--- config.mk ---
export PLATFORM = sky130hd
export DESIGN_NAME = mem_arbiter
export DESIGN_NICKNAME = d
export VERILOG_FILES = /design/src/rtl/mem_arbiter.sv
export SDC_FILE = /design/constraint.sdc
export NUM_CORES = 1
export LEC_CHECK = 0
export ABC_AREA = 1
export BUFFER_PORTS_ARGS = -buffer_cell sky130_fd_sc_hd__buf_4
export CORE_ASPECT_RATIO = 0.5
export CORE_MARGIN = 4
export CORE_UTILIZATION = 35
export DETAILED_ROUTE_END_ITERATION = 12
export GPL_TIMING_DRIVEN = 0
export PLACE_DENSITY = 0.77
export REMOVE_ABC_BUFFERS = 1
export SLEW_MARGIN = 30
export SYNTH_ARGS = -nofsm -noshare
export SYNTH_HDL_FRONTEND = slang
export SYNTH_SLANG_ARGS = --single-unit
--- constraint.sdc ---
create_clock -name clk -period 1.11 [get_ports clk]
set_input_delay 0.0555 -clock clk [delete_from_list [all_inputs] [get_ports clk]]
set_output_delay 0.0555 -clock clk [all_outputs]
set_load 0.02 [all_outputs]
--- src/rtl/mem_arbiter.sv ---
`default_nettype none
// mem_arbiter: fetch/data arbiter onto one single-port memory, one transaction in flight.
// Define MEM_ARB_RR_EN for round-robin tie-breaking; otherwise the data port has fixed priority.
module mem_arbiter #(
    parameter int ADDR_W = 32,
    parameter int DATA_W = 32
) (
    input  logic              clk,
    input  logic              rst_n,

    input  logic              if_req_i,
    input  logic [ADDR_W-1:0] if_addr_i,
    output logic              if_gnt_o,
    output logic              if_rvalid_o,
    output logic [DATA_W-1:0] if_rdata_o,

    input  logic              d_req_i,
    input  logic              d_we_i,
    input  logic [1:0]        d_size_i,
    input  logic [ADDR_W-1:0] d_addr_i,
    input  logic [DATA_W-1:0] d_wdata_i,
    output logic              d_gnt_o,
    output logic              d_rvalid_o,
    output logic              d_err_o,
    output logic [DATA_W-1:0] d_rdata_o,

    output logic              mem_req_o,
    output logic              mem_we_o,
    output logic [1:0]        mem_size_o,
    output logic [ADDR_W-1:0] mem_addr_o,
    output logic [DATA_W-1:0] mem_wdata_o,
    input  logic              mem_gnt_i,
    input  logic              mem_rvalid_i,
    input  logic [DATA_W-1:0] mem_rdata_i
);

    localparam logic [1:0] SIZE_HALF = 2'd1;
    localparam logic [1:0] SIZE_WORD = 2'd2;

    typedef enum logic [1:0] {
        IDLE = 2'd0,
        REQ  = 2'd1,
        RSP  = 2'd2,
        ERR  = 2'd3
    } state_e;

    state_e            state;
    state_e            state_next;
    logic [ADDR_W-1:0] addr_q;
    logic              we_q;
    logic [1:0]        size_q;
    logic [DATA_W-1:0] wdata_q;
    logic              owner_d_q;

    logic              grant_any;
    logic              pick_d;
    logic              d_misaligned;

    assign grant_any    = (state == IDLE) && (if_req_i || d_req_i);
    assign d_misaligned = ((d_size_i == SIZE_HALF) && d_addr_i[0]) ||
                          ((d_size_i == SIZE_WORD) && (d_addr_i[1:0] != 2'b00));

`ifdef MEM_ARB_RR_EN
    // Set when the data port won the most recent grant; a tie goes to the other requester.
    logic last_d_q;

    assign pick_d = d_req_i && (!if_req_i || !last_d_q);

    always_ff @(posedge clk) begin
        if (!rst_n) begin
            last_d_q <= 1'b0;
        end else if (grant_any) begin
            last_d_q <= pick_d;
        end
    end
`else
    assign pick_d = d_req_i;
`endif

    always_ff @(posedge clk) begin
        if (!rst_n) begin
            state     <= IDLE;
            addr_q    <= '0;
            we_q      <= 1'b0;
            size_q    <= 2'b00;
            wdata_q   <= '0;
            owner_d_q <= 1'b0;
        end else begin
            state <= state_next;
            if (grant_any) begin
                owner_d_q <= pick_d;
                if (pick_d) begin
                    addr_q  <= d_addr_i;
                    we_q    <= d_we_i;
                    size_q  <= d_size_i;
                    wdata_q <= d_wdata_i;
                end else begin
                    // Fetches are always word reads.
                    addr_q  <= if_addr_i;
                    we_q    <= 1'b0;
                    size_q  <= SIZE_WORD;
                    wdata_q <= '0;
                end
            end
        end
    end

    assign mem_addr_o  = addr_q;
    assign mem_we_o    = we_q;
    assign mem_size_o  = size_q;
    assign mem_wdata_o = wdata_q;

    always_comb begin
        state_next  = state;
        if_gnt_o    = 1'b0;
        d_gnt_o     = 1'b0;
        if_rvalid_o = 1'b0;
        d_rvalid_o  = 1'b0;
        d_err_o     = 1'b0;
        if_rdata_o  = '0;
        d_rdata_o   = '0;
        mem_req_o   = 1'b0;
        // Outputs are squashed while reset is held so nothing leaks before the reset edge.
        if (rst_n) begin
            case (state)
                IDLE: begin
                    if (grant_any) begin
                        if_gnt_o   = !pick_d;
                        d_gnt_o    = pick_d;
                        state_next = (pick_d && d_misaligned) ? ERR : REQ;
                    end
                end
                REQ: begin
                    mem_req_o = 1'b1;
                    if (mem_gnt_i) begin
                        state_next = RSP;
                    end
                end
                RSP: begin
                    if (mem_rvalid_i) begin
                        if (owner_d_q) begin
                            d_rvalid_o = 1'b1;
                            d_rdata_o  = mem_rdata_i;
                        end else begin
                            if_rvalid_o = 1'b1;
                            if_rdata_o  = mem_rdata_i;
                        end
                        state_next = IDLE;
                    end
                end
                ERR: begin
                    d_rvalid_o = 1'b1;
                    d_err_o    = 1'b1;
                    state_next = IDLE;
                end
                default: state_next = IDLE;
            endcase
        end
    end

endmodule
`default_nettype wire

==> results of run 1 <==
==> state kept, by name, summed over array words and instances, names as in the netlist <==
name,cells
mem_addr_o,32
mem_size_o,2
state,2
owner_d_q,1
mem_wdata_o,32
mem_we_o,1
==> layout by cell type, fill, tap and decap left out <==
cell / instances
sky130_fd_sc_hd__inv_4: 1
sky130_fd_sc_hd__nand3_1: 74
sky130_fd_sc_hd__buf_6: 42
sky130_fd_sc_hd__buf_16: 5
sky130_fd_sc_hd__buf_8: 6
sky130_fd_sc_hd__nand2_1: 86
sky130_fd_sc_hd__nor2_1: 9
sky130_fd_sc_hd__o21ai_1: 1
sky130_fd_sc_hd__nor3_1: 3
sky130_fd_sc_hd__nand3_2: 28
sky130_fd_sc_hd__nor3_2: 19
sky130_fd_sc_hd__buf_4: 254
sky130_fd_sc_hd__dlygate4sd3_1: 97
sky130_fd_sc_hd__nand2_4: 31
sky130_fd_sc_hd__nand2_2: 26
sky130_fd_sc_hd__dfxtp_4: 3
sky130_fd_sc_hd__clkbuf_16: 15
sky130_fd_sc_hd__nor2_4: 25
sky130_fd_sc_hd__nor3_4: 12
sky130_fd_sc_hd__diode_2: 3
sky130_fd_sc_hd__a21oi_1: 1
sky130_fd_sc_hd__nand2_8: 3
sky130_fd_sc_hd__nand3b_1: 1
sky130_fd_sc_hd__inv_1: 39
sky130_fd_sc_hd__inv_16: 6
sky130_fd_sc_hd__clkbuf_1: 4
sky130_fd_sc_hd__inv_12: 1
sky130_fd_sc_hd__inv_6: 1
sky130_fd_sc_hd__buf_12: 5
sky130_fd_sc_hd__clkinv_2: 2
sky130_fd_sc_hd__a211oi_2: 1
sky130_fd_sc_hd__nor2_2: 8
sky130_fd_sc_hd__dfxtp_1: 67
sky130_fd_sc_hd__o21ai_4: 1
sky130_fd_sc_hd__nand4_1: 1
sky130_fd_sc_hd__a21oi_2: 1
==> kinds of logic (layout without fill, tap and decap cells) <==
family / Yosys count / count (layout) / share of synthesized area (%)
flops: 70 / 70 / 43.3
simple gates: 324 / 326 / 44.9
compound gates: 5 / 5 / 1.20
other cells: 0 / 3 / 0
buf+inv: 76 / 478 / 10.6
==> path summary, 6_finish.rpt <==
check	endpoint	slack (ns)	cells after the start
min	mem_size_o[0]	0.02	3
max reg2reg	mem_addr_o[2]	-0.61	8
max	d_rdata_o[8]	-0.90	7
min reg2reg	mem_wdata_o[10]	0.46	2
==> worst max-delay path, delay by kind of cell, from the launching register on <==
| family | cells | cell delay [ns] |
|---|---|---|
| buffers and inverters | 4 | 0.54 |
| DFF | 1 | 0.40 |
| and+or+nand+nor | 3 | 0.66 |
==> metrics by stage <==
| step | total power [mW] | hold slack, ns | cells | worst slack, ns | setup TNS, ns |
|---|---|---|---|---|---|
| after floorplan | 4.03 | 0.159 | 441 | -0.824 | -82.27 |
| after global placement | 5.16 | 0.243 | 831 | -1.52 | -159.67 |
| after detailed placement | 5.35 | 0.247 | 838 | -1.03 | -97.28 |
| after CTS | 8.68 | 0.00556 | 973 | -0.490 | -48.55 |
| after global routing | 10.2 | 0.0301 | 997 | -0.886 | -68.79 |
| final | 10.1 | 0.0243 | 999 | -0.897 | -67.78 |
==> power by group <==
part | total, mW | switching [mW] | internal, mW
Clock | 2.70 | 1.20 | 1.50
Sequential | 3.10 | 0.280 | 2.82
Combinational | 4.26 | 2.35 | 1.91
==> area by class of cell <==
cell class	instances	area [sq um]	area share, %
diodes	3	7.51	0.0903
clock buffers	13	240	2.89
clock inverters	2	10.0	0.120
inverters	42	181	2.18
multi-input cells	331	2370	28.5
flip-flops and latches	70	1410	17.0
well taps	117	146	1.76
repair buffers	415	3830	46.0
repair inverters	6	116	1.40
==> routing by layer <==
layer | GRT usage, % | vias to the layer above | part of all wire [%]
li1 | - | 2330 | -
met1 | 37.8 | 2807 | 33
met2 | 61.1 | 742 | 43
met3 | 7.59 | 291 | 15
met4 | 24.5 | 0 | 10
met5 | 0 | - | 0
==> timing repair <==
item,4_1_cts,5_1_grt
hold endpoints to repair,65,0
setup buffers,17,15
cloned,8,9
gates resized for setup,170,140
pin swaps,16,33
hold buffers,97,0
setup endpoints to repair,136,139
==> results.sh, run 1 <==
export IMPL_clock_sinks=70
export IMPL_cts_root_buf="sky130_fd_sc_hd__clkbuf_16"
export IMPL_synth_edff_count=0
export IMPL_final_layout_size_suffix_gt1_share_pct=56.4
export IMPL_async_reset_ff_share_pct=0
export IMPL_cap_violations=0
export IMPL_synth_avg_cell_area_sq_um=6.82
export IMPL_timing_final_crit_share_pct=181
export IMPL_max_freq_mhz=498
export IMPL_drt_antenna_violating_nets=0
export IMPL_critical_path_peak_fanout=16
export IMPL_grt_pass1_wl_um=30000
export IMPL_timing_hold_violations_final=0
export IMPL_post_route_worst_setup_slack_ns=-0.897
export IMPL_route_detailed_drc=0
export IMPL_violated_checks="setup timing"
export IMPL_num_fill_cells=211
export IMPL_fin_util_pct=93.9
export IMPL_critical_path_endpoint_type="output pin"
export IMPL_yosysUniqueCellTypes=23
export IMPL_hold_path_startpoint="d_size_i[0]"
export IMPL_startpoint="state[1]"
export IMPL_slew_headroom_pct=50.5
export IMPL_min_period_ns=2.01
export IMPL_critPathRequiredTime_ns=1.05
export IMPL_worst_setup_hold_path_clk_slew_ns=0.06
export IMPL_critical_path_cell_chain="inv_6, nor2_4, buf_4, buf_12, nand2_8, nor3_2, buf_4"
export IMPL_finalInstanceArea_sq_um=8320
export IMPL_total_clock_buffers_created_by_cts=9
export IMPL_insertion_delay_ns=0.35
export IMPL_design_core_area_sq_um=8860
export IMPL_post_synth_most_frequent_cells="137 x sky130_fd_sc_hd__nand2_1, 96 x sky130_fd_sc_hd__nand3_1, 70 x sky130_fd_sc_hd__dfxtp_1, 41 x sky130_fd_sc_hd__inv_1, 41 x sky130_fd_sc_hd__nor2_1"
export IMPL_synth_seq_cells=70
export IMPL_die_area_sq_um=10900
export IMPL_place_area_sq_um=5380
export IMPL_post_synth_main_area_contributors="sky130_fd_sc_hd__dfxtp_1 43%, sky130_fd_sc_hd__nand2_1 16%, sky130_fd_sc_hd__nand3_1 15%, sky130_fd_sc_hd__nor3_1 5.1%, sky130_fd_sc_hd__inv_1 4.8%"
export IMPL_die_height_um=76.0
export IMPL_run_status="finished with violations"
export IMPL_start_kind="flip-flop"
export IMPL_clock_skew_ns=0.0102
export IMPL_number_of_i_o_pins=274
export IMPL_synth_seq_area_share_pct=43.3
export IMPL_power_density_over_cell_area_nw_per_um2=1210
export IMPL_place_port_buffers=273
export IMPL_setup_viol=140
export IMPL_drt_first_pass_iters=6
export IMPL_die_width_um=144
export IMPL_slew_viol_final=0
export IMPL_syn_instance_count=475
export IMPL_clk_path_buf_depth=2
export IMPL_area_added_between_synthesis_and_finish_pct=157
export IMPL_path_common_cell="sky130_fd_sc_hd__buf_4"
export IMPL_grt_pass1_vias=5545
export IMPL_dpl_hpwl_um=9330
export IMPL_synth_flop_cell="sky130_fd_sc_hd__dfxtp_1"
export IMPL_cellLeakagePower_nw=4.34
export IMPL_initialDrtViolationCount=1000
export IMPL_via_count=6170
export IMPL_grt_ovfl_total=0
export IMPL_grt_antenna_before_repair=2
export IMPL_finalNetCount=1012
export IMPL_synth_yosys_warnings=0
export IMPL_synth_top_area_cell="sky130_fd_sc_hd__dfxtp_1"
export IMPL_num_rows=24
export IMPL_crit_reg2reg_launch="state[1]"
export IMPL_grt_setup_unrepaired="true"
export IMPL_floorplan_initialDensity_pct=36.6
export IMPL_cp_slowest_cell="sky130_fd_sc_hd__dfxtp_4"
export IMPL_worst_slew_pin_slew_ns=0.743
export IMPL_detail_route_vias_per_cell=6.18
export IMPL_most_frequent_cell_after_synthesis="sky130_fd_sc_hd__nand2_1"
export IMPL_critPathKind="flip-flop to output pin"
export IMPL_drt_total_wl_um=28200
export IMPL_globalRouteTotalUtil_pct=35.2
export IMPL_grt_max_degree=74
export IMPL_drt_wirelength_per_cell_um=28.3
export IMPL_fraction_of_post_synthesis_cell_area_in_the_top_cell_type_by_area_pct=43.3
export IMPL_worst_ir_drop_vdd_mv=1.11
export IMPL_cp_data_arrival_time_ns=1.95
export IMPL_cts_htree_levels=3
export IMPL_holdCritPathClass="input port to flip-flop"
export IMPL_cts_tree="done"
export IMPL_synth_cell_area_sq_um=3240
export IMPL_finalWeightedCongestion=0.839
export IMPL_critPathMaxStageDelay_ns=0.40
(Power assumes the default switching activity.)
==> inputs of run 2 (changes only) <==
==> constraint.sdc (replaced) <==
create_clock -name clk -period 1.11 [get_ports clk]
set_input_delay 0.2775 -clock clk [delete_from_list [all_inputs] [get_ports clk]]
set_output_delay 0.2775 -clock clk [all_outputs]
set_load 0.02 [all_outputs]
==> run 2 against run 1 <==
Effect of this change: the flow still finishes with violations (setup timing); sequential share of layout area increased by 3.2 points; global-route usage decreased by 8.7 points; register-to-register slack improved by 0.02 ns; combinational power decreased by 18%; sequential power decreased by 1%; power decreased by 9.8%; clock skew decreased by 0.0051 ns; setup slack improved by 0.098 ns; highest routed layer unchanged.
==> results.sh, run 2 (synthesis results as in run 1) <==
export IMPL_mostFrequentLayoutCell="sky130_fd_sc_hd__buf_4"
export IMPL_dpl_hpwl_um=9330
export IMPL_cellLeakagePower_nw=3.77
export IMPL_timing_hold_violations_final=0
export IMPL_critPathRequiredTime_ns=0.83
export IMPL_met3_usage_pct=4.83
export IMPL_via_count=4723
export IMPL_total_clock_buffers_created_by_cts=9
export IMPL_number_of_i_o_pins=274
export IMPL_cap_violations=0
export IMPL_setup_viol=142
export IMPL_power_mw=9.08
export IMPL_initialDrtViolationCount=256
export IMPL_post_route_worst_setup_slack_ns=-0.800
export IMPL_path_common_cell="sky130_fd_sc_hd__buf_6"
export IMPL_net_switching_power_mw=3.09
export IMPL_critical_path_endpoint_type="output pin"
export IMPL_power_internal_mw=5.99
export IMPL_crit_reg2reg_launch="state[1]"
export IMPL_cts_root_buf="sky130_fd_sc_hd__clkbuf_16"
export IMPL_seq_power_share_pct=33.7
export IMPL_fin_setup_tns_ns=-76.10
export IMPL_run_status="finished with violations"
export IMPL_cp_slowest_cell="sky130_fd_sc_hd__dfxtp_4"
export IMPL_die_width_um=144
export IMPL_critPathKind="flip-flop to output pin"
export IMPL_max_freq_mhz=524
export IMPL_grt_ovfl_total=0
export IMPL_globalRouteTotalUtil_pct=26.5
export IMPL_worst_setup_path_endpoint="if_gnt_o"
export IMPL_worst_ir_drop_vdd_mv=0.962
export IMPL_power_share_clock_pct=27.7
export IMPL_slew_viol_final=0
export IMPL_grt_setup_unrepaired="true"
export IMPL_timing_final_crit_share_pct=172
export IMPL_critical_path_peak_fanout=3
export IMPL_power_share_combinational_pct=38.7
export IMPL_clock_skew_ns=0.00502
export IMPL_startpoint="state[1]"
export IMPL_finalWeightedCongestion=0.839
export IMPL_drt_wirelength_per_cell_um=20.3
export IMPL_violated_checks="setup timing"
export IMPL_slew_headroom_pct=68.8
export IMPL_global_route_usage_met2_pct=47.7
export IMPL_grt_max_degree=74
export IMPL_clock_sinks=70
export IMPL_grt_busiest_layer="met2"
export IMPL_power_density_over_cell_area_nw_per_um2=1270
export IMPL_grt_pass1_wl_um=22700
export IMPL_detail_route_vias_per_cell=5.30
export IMPL_critPathMaxStageDelay_ns=0.36
export IMPL_switching_share_pct=34.0
export IMPL_drt_first_pass_iters=5
export IMPL_finalNetCount=907
export IMPL_grt_antenna_before_repair=0
export IMPL_hold_path_startpoint="d_wdata_i[17]"
export IMPL_area_added_between_synthesis_and_finish_pct=121
export IMPL_floorplan_initialDensity_pct=36.6
export IMPL_mostFrequentLayoutCells="227 x sky130_fd_sc_hd__buf_4, 103 x sky130_fd_sc_hd__nand2_1, 81 x sky130_fd_sc_hd__nand3_1"
export IMPL_worst_r2r_setup_slack_ns=-0.59
export IMPL_holdCritPathClass="input port to flip-flop"
export IMPL_start_kind="flip-flop"
export IMPL_min_period_ns=1.91
export IMPL_cts_hold_fix_buffers=0
export IMPL_place_port_buffers=273
export IMPL_cells_on_worst_reg2reg_path=10
export IMPL_die_area_sq_um=10900
export IMPL_insertion_delay_ns=0.33
export IMPL_worst_setup_hold_path_clk_slew_ns=0.05
export IMPL_clk_path_buf_depth=2
export IMPL_cts_htree_levels=3
export IMPL_cts_tree="done"
export IMPL_grt_use_met1_pct=30.5
export IMPL_num_rows=24
export IMPL_worst_slew_pin_slew_ns=0.467
export IMPL_critical_path_cell_chain="buf_4, nor2_4, o21ai_4, buf_16, nor3_4, buf_6, buf_6"
export IMPL_drt_antenna_violating_nets=0
export IMPL_drt_total_wl_um=18100
export IMPL_route_detailed_drc=0
export IMPL_design_core_area_sq_um=8860
export IMPL_rr_endpoint="mem_addr_o[22]"
export IMPL_die_height_um=76.0
export IMPL_diodes=0
export IMPL_cp_data_arrival_time_ns=1.63
export IMPL_final_layout_size_suffix_gt1_share_pct=62.1
export IMPL_grt_pass1_vias=4342
## run 2: worst min path at each step
stage                      end  slack, ns  cells past startpoint
2_1_floorplan   mem_wdata_o[0]       0.38                      2
3_3_place_gp     mem_size_o[1]       0.45                      2
3_5_place_dp   mem_wdata_o[12]       0.46                      2
4_1_cts         mem_wdata_o[4]       0.13                      3
5_1_grt        mem_wdata_o[17]       0.13                      3
6_report       mem_wdata_o[17]       0.14                      3
## run 2: repair_timing
| action | in CTS | in global routing |
|---|---|---|
| endpoints found under the setup margin | 137 | 178 |
| gates cloned | 11 | 4 |
| pin swaps | 15 | 10 |
| gates resized for setup | 182 | 127 |
| setup buffers | 15 | 14 |
| endpoints found under the hold margin | 0 | 0 |
## run 2: metrics by stage
stage	cell area [sq um]	utilization (%)	cells	worst slack [ns]	hold WS, ns
5_1_grt	7150	80.8	891	-0.851	0.129
4_1_cts	6590	74.4	877	-0.708	0.126
6_report	7150	80.8	891	-0.800	0.138
3_3_place_gp	5250	59.2	831	-1.82	0.453
2_1_floorplan	3050	-	441	-1.01	0.381
3_5_place_dp	5380	60.7	838	-1.47	0.461
## run 2: power groups by stage
stage | Combinational, mW | Clock, mW | Sequential (mW)
final | 3.51 | 2.51 | 3.06
after global routing | 3.67 | 2.68 | 3.08
after CTS | 2.97 | 2.55 | 3.00
after detailed placement | 2.33 | 0 | 3.03
after global placement | 2.15 | 0 | 3.02
after floorplan | 0.669 | 0 | 3.37
## run 2: area by class of cell
type / instances / area, sq um
clock buffer: 13 / 240
clock inverter: 2 / 10.0
fill: 479 / 1700
inverter: 42 / 184
multi-input combinational: 330 / 2150
sequential: 70 / 1440
tap: 117 / 146
timing repair buffer: 310 / 2870
timing repair inverter: 7 / 113
## run 2: metal layers
layer	vias up	part of all wire, %
li1	2108	-
met1	2246	36
met2	274	51
met3	95	6.8
met4	0	6.4
met5	-	0
## run 2: critical path: cells and delay by family (launching register included)
family / cells / cell delay [ns]
buffers and inverters: 4 / 0.53
DFF: 1 / 0.36
AOI/OAI and AO/OA: 1 / 0.10
and+or+nand+nor: 2 / 0.32
==> inputs of run 3 (changes only) <==
ABC_AREA = default   (was 1)
CORE_UTILIZATION = 33   (was 35)
PLACE_DENSITY = 0.76   (was 0.77)
RECOVER_POWER = 100   (was default)
==> run 3 against run 2 <==
Effect of this change: the run still ends with setup timing left; setup slack better by 0.0036 ns; sequential share of layout area up 1.5 points; final area down 6.3%; critical path type unchanged; largest cell class unchanged; highest routed layer unchanged.
==> results.sh, run 3 <==
export IMPL_grt_antenna_before_repair=0
export IMPL_cts_root_buf="sky130_fd_sc_hd__clkbuf_16"
export IMPL_via_count=3617
export IMPL_globalRouteTotalUtil_pct=22.5
export IMPL_synth_flop_cell="sky130_fd_sc_hd__dfxtp_1"
export IMPL_drt_total_wl_um=14800
export IMPL_die_width_um=142
export IMPL_mostFrequentLayoutCells="201 x sky130_fd_sc_hd__buf_4, 100 x sky130_fd_sc_hd__buf_6, 52 x sky130_fd_sc_hd__and2_4"
export IMPL_drt_first_pass_iters=4
export IMPL_violated_checks="setup timing"
export IMPL_cts_htree_levels=3
export IMPL_clk_path_buf_depth=2
export IMPL_finalNetCount=739
export IMPL_post_synth_most_frequent_cells="80 x sky130_fd_sc_hd__and2_1, 70 x sky130_fd_sc_hd__dfxtp_1, 34 x sky130_fd_sc_hd__a22o_1, 32 x sky130_fd_sc_hd__a221o_1, 17 x sky130_fd_sc_hd__and2_0"
export IMPL_synth_yosys_warnings=0
export IMPL_timing_final_crit_share_pct=172
export IMPL_setup_viol=141
export IMPL_initialDrtViolationCount=225
export IMPL_grt_max_degree=27
export IMPL_place_area_sq_um=5120
export IMPL_grt_pass1_wl_um=18700
export IMPL_async_reset_ff_share_pct=0
export IMPL_diodes=0
export IMPL_worst_setup_path_endpoint="d_rdata_o[15]"
export IMPL_number_of_i_o_pins=274
export IMPL_critPathKind="flip-flop to output pin"
export IMPL_synth_avg_cell_area_sq_um=10.2
export IMPL_synth_seq_cells=70
export IMPL_rr_endpoint="mem_addr_o[6]"
export IMPL_max_freq_mhz=525
export IMPL_die_height_um=75.1
export IMPL_detail_route_vias_per_cell=5.00
export IMPL_wl_met3_um=852
export IMPL_worst_r2r_setup_slack_ns=-0.57
export IMPL_cts_tree="done"
export IMPL_post_synth_main_area_contributors="sky130_fd_sc_hd__dfxtp_1 47%, sky130_fd_sc_hd__and2_1 17%, sky130_fd_sc_hd__a221o_1 11%, sky130_fd_sc_hd__a22o_1 10%, sky130_fd_sc_hd__and2_0 3.6%"
export IMPL_run_status="finished with violations"
export IMPL_detailedPlace_worstSlack_ns=-1.03
export IMPL_worst_ir_drop_vdd_mv=1.02
export IMPL_cap_violations=0
export IMPL_cts_hold_fix_buffers=0
export IMPL_cellLeakagePower_nw=3.24
export IMPL_fin_util_pct=76.7
export IMPL_highest_layer="met4"
export IMPL_dpl_hpwl_um=8770
export IMPL_num_rows=24
export IMPL_cells_on_worst_reg2reg_path=6
export IMPL_most_frequent_cell_after_synthesis="sky130_fd_sc_hd__and2_1"
export IMPL_insertion_delay_ns=0.32
export IMPL_finalWeightedCongestion=0.823
export IMPL_grt_ovfl_total=0
export IMPL_synth_edff_count=0
export IMPL_crit_reg2reg_launch="state[0]"
export IMPL_start_kind="flip-flop"
export IMPL_fraction_of_post_synthesis_cell_area_in_the_top_cell_type_by_area_pct=47.2
export IMPL_min_period_ns=1.91
export IMPL_synth_top_area_cell="sky130_fd_sc_hd__dfxtp_1"
export IMPL_synth_seq_area_share_pct=47.2
export IMPL_critical_path_peak_fanout=6
export IMPL_post_route_worst_setup_slack_ns=-0.796
export IMPL_startpoint="state[0]"
export IMPL_slew_viol_final=0
export IMPL_yosysUniqueCellTypes=32
export IMPL_grt_setup_unrepaired="true"
export IMPL_power_density_over_cell_area_nw_per_um2=1260
export IMPL_place_port_buffers=273
export IMPL_die_area_sq_um=10700
export IMPL_critPathRequiredTime_ns=0.83
export IMPL_floorplan_initialDensity_pct=34.0
export IMPL_timing_hold_violations_final=0
export IMPL_clock_skew_ns=0.00171
export IMPL_clock_sinks=70
export IMPL_drt_wirelength_per_cell_um=20.5
export IMPL_route_detailed_drc=0
export IMPL_final_cell_count_no_fill=724
export IMPL_critical_path_endpoint_type="output pin"
export IMPL_design_core_area_sq_um=8740
export IMPL_slew_headroom_pct=78.4
export IMPL_holdCritPathClass="input port to flip-flop"
export IMPL_route_met2_wl_um=8060
export IMPL_drt_antenna_violating_nets=0
export IMPL_final_layout_size_suffix_gt1_share_pct=73.0
export IMPL_worst_setup_hold_path_clk_slew_ns=0.06
export IMPL_synth_cell_area_sq_um=2970
export IMPL_cp_data_arrival_time_ns=1.63
export IMPL_dp_cells=660
export IMPL_detail_route_wirelength_met1_um=5640
export IMPL_worst_slew_pin_slew_ns=0.321
export IMPL_grt_pass1_vias=3400
export IMPL_area_added_between_synthesis_and_finish_pct=126
export IMPL_total_clock_buffers_created_by_cts=9
export IMPL_finalInstanceArea_sq_um=6700
export IMPL_syn_instance_count=290
export IMPL_mostFrequentLayoutCell="sky130_fd_sc_hd__buf_4"
## run 3: power breakdown
group	internal [mW]	total [mW]	switching (mW)
combinational	1.34	2.39	1.05
clock	1.98	3.10	1.12
sequential	2.79	2.95	0.163
total	6.10	8.44	2.34
## run 3: logic make-up (layout without fill, tap and decap cells)
group | count (synthesis) | in the layout | share of synthesized area [%]
flops | 70 | 70 | 47.2
simple gates | 118 | 122 | 25.0
compound gates | 73 | 73 | 22.4
xor+xnor | 1 | 1 | 0.295
buf+inv | 28 | 341 | 5.18
## run 3: worst max-delay path, cell delays in order (launching register included)
cell and delay, ns:
sky130_fd_sc_hd__dfxtp_4 0.34, sky130_fd_sc_hd__nand4b_1 0.22, sky130_fd_sc_hd__buf_6 0.19, sky130_fd_sc_hd__nor2_4 0.16
sky130_fd_sc_hd__buf_6 0.15, sky130_fd_sc_hd__and2_4 0.14, sky130_fd_sc_hd__buf_6 0.11
## run 3: area by class of cell
cell class | instances | area (sq um)
Tap cell | 117 | 146
Multi-Input combinational cell | 196 | 1670
Timing Repair Buffer | 322 | 3100
Clock inverter | 7 | 96.3
Inverter | 3 | 11.3
Clock buffer | 9 | 225
Sequential cell | 70 | 1450
Fill cell | 559 | 2040
## run 3: per-stage QoR
| stage | setup TNS [ns] | hold slack (ns) | total power, mW |
|---|---|---|---|
| detailed placement | -99.95 | 0.458 | 4.71 |
| CTS | -71.10 | 0.154 | 8.12 |
| global placement | -206.95 | 0.459 | 4.62 |
| floorplan | -120.77 | 0.411 | 3.70 |
| global route | -86.00 | 0.157 | 8.70 |
| finish | -82.51 | 0.167 | 8.44 |
## run 3: worst min-delay path by stage
stage / end / slack (ns) / from / depth (start not counted)
after floorplan: mem_size_o[0] / 0.41 / d_size_i[0] / 1
after global placement: mem_wdata_o[13] / 0.46 / mem_wdata_o[13] / 1
after detailed placement: mem_wdata_o[16] / 0.46 / mem_wdata_o[16] / 1
after CTS: mem_wdata_o[2] / 0.15 / d_wdata_i[2] / 2
after global routing: mem_wdata_o[29] / 0.16 / d_wdata_i[29] / 2
final: mem_wdata_o[4] / 0.17 / d_wdata_i[4] / 2
## run 3: layer usage
metal / vias to the layer above / global-route usage, %
li1: 1686 / -
met4: 0 / 6.06
met3: 27 / 4.89
met1: 1735 / 26.7
met5: - / 0
met2: 169 / 42.2
## run 3: repair_timing
item / CTS / global route
resized for setup: 156 / 72
buffers inserted: 22 / 12
setup endpoints to repair: 139 / 176
cloned: 8 / 9
pin swaps: 61 / 18
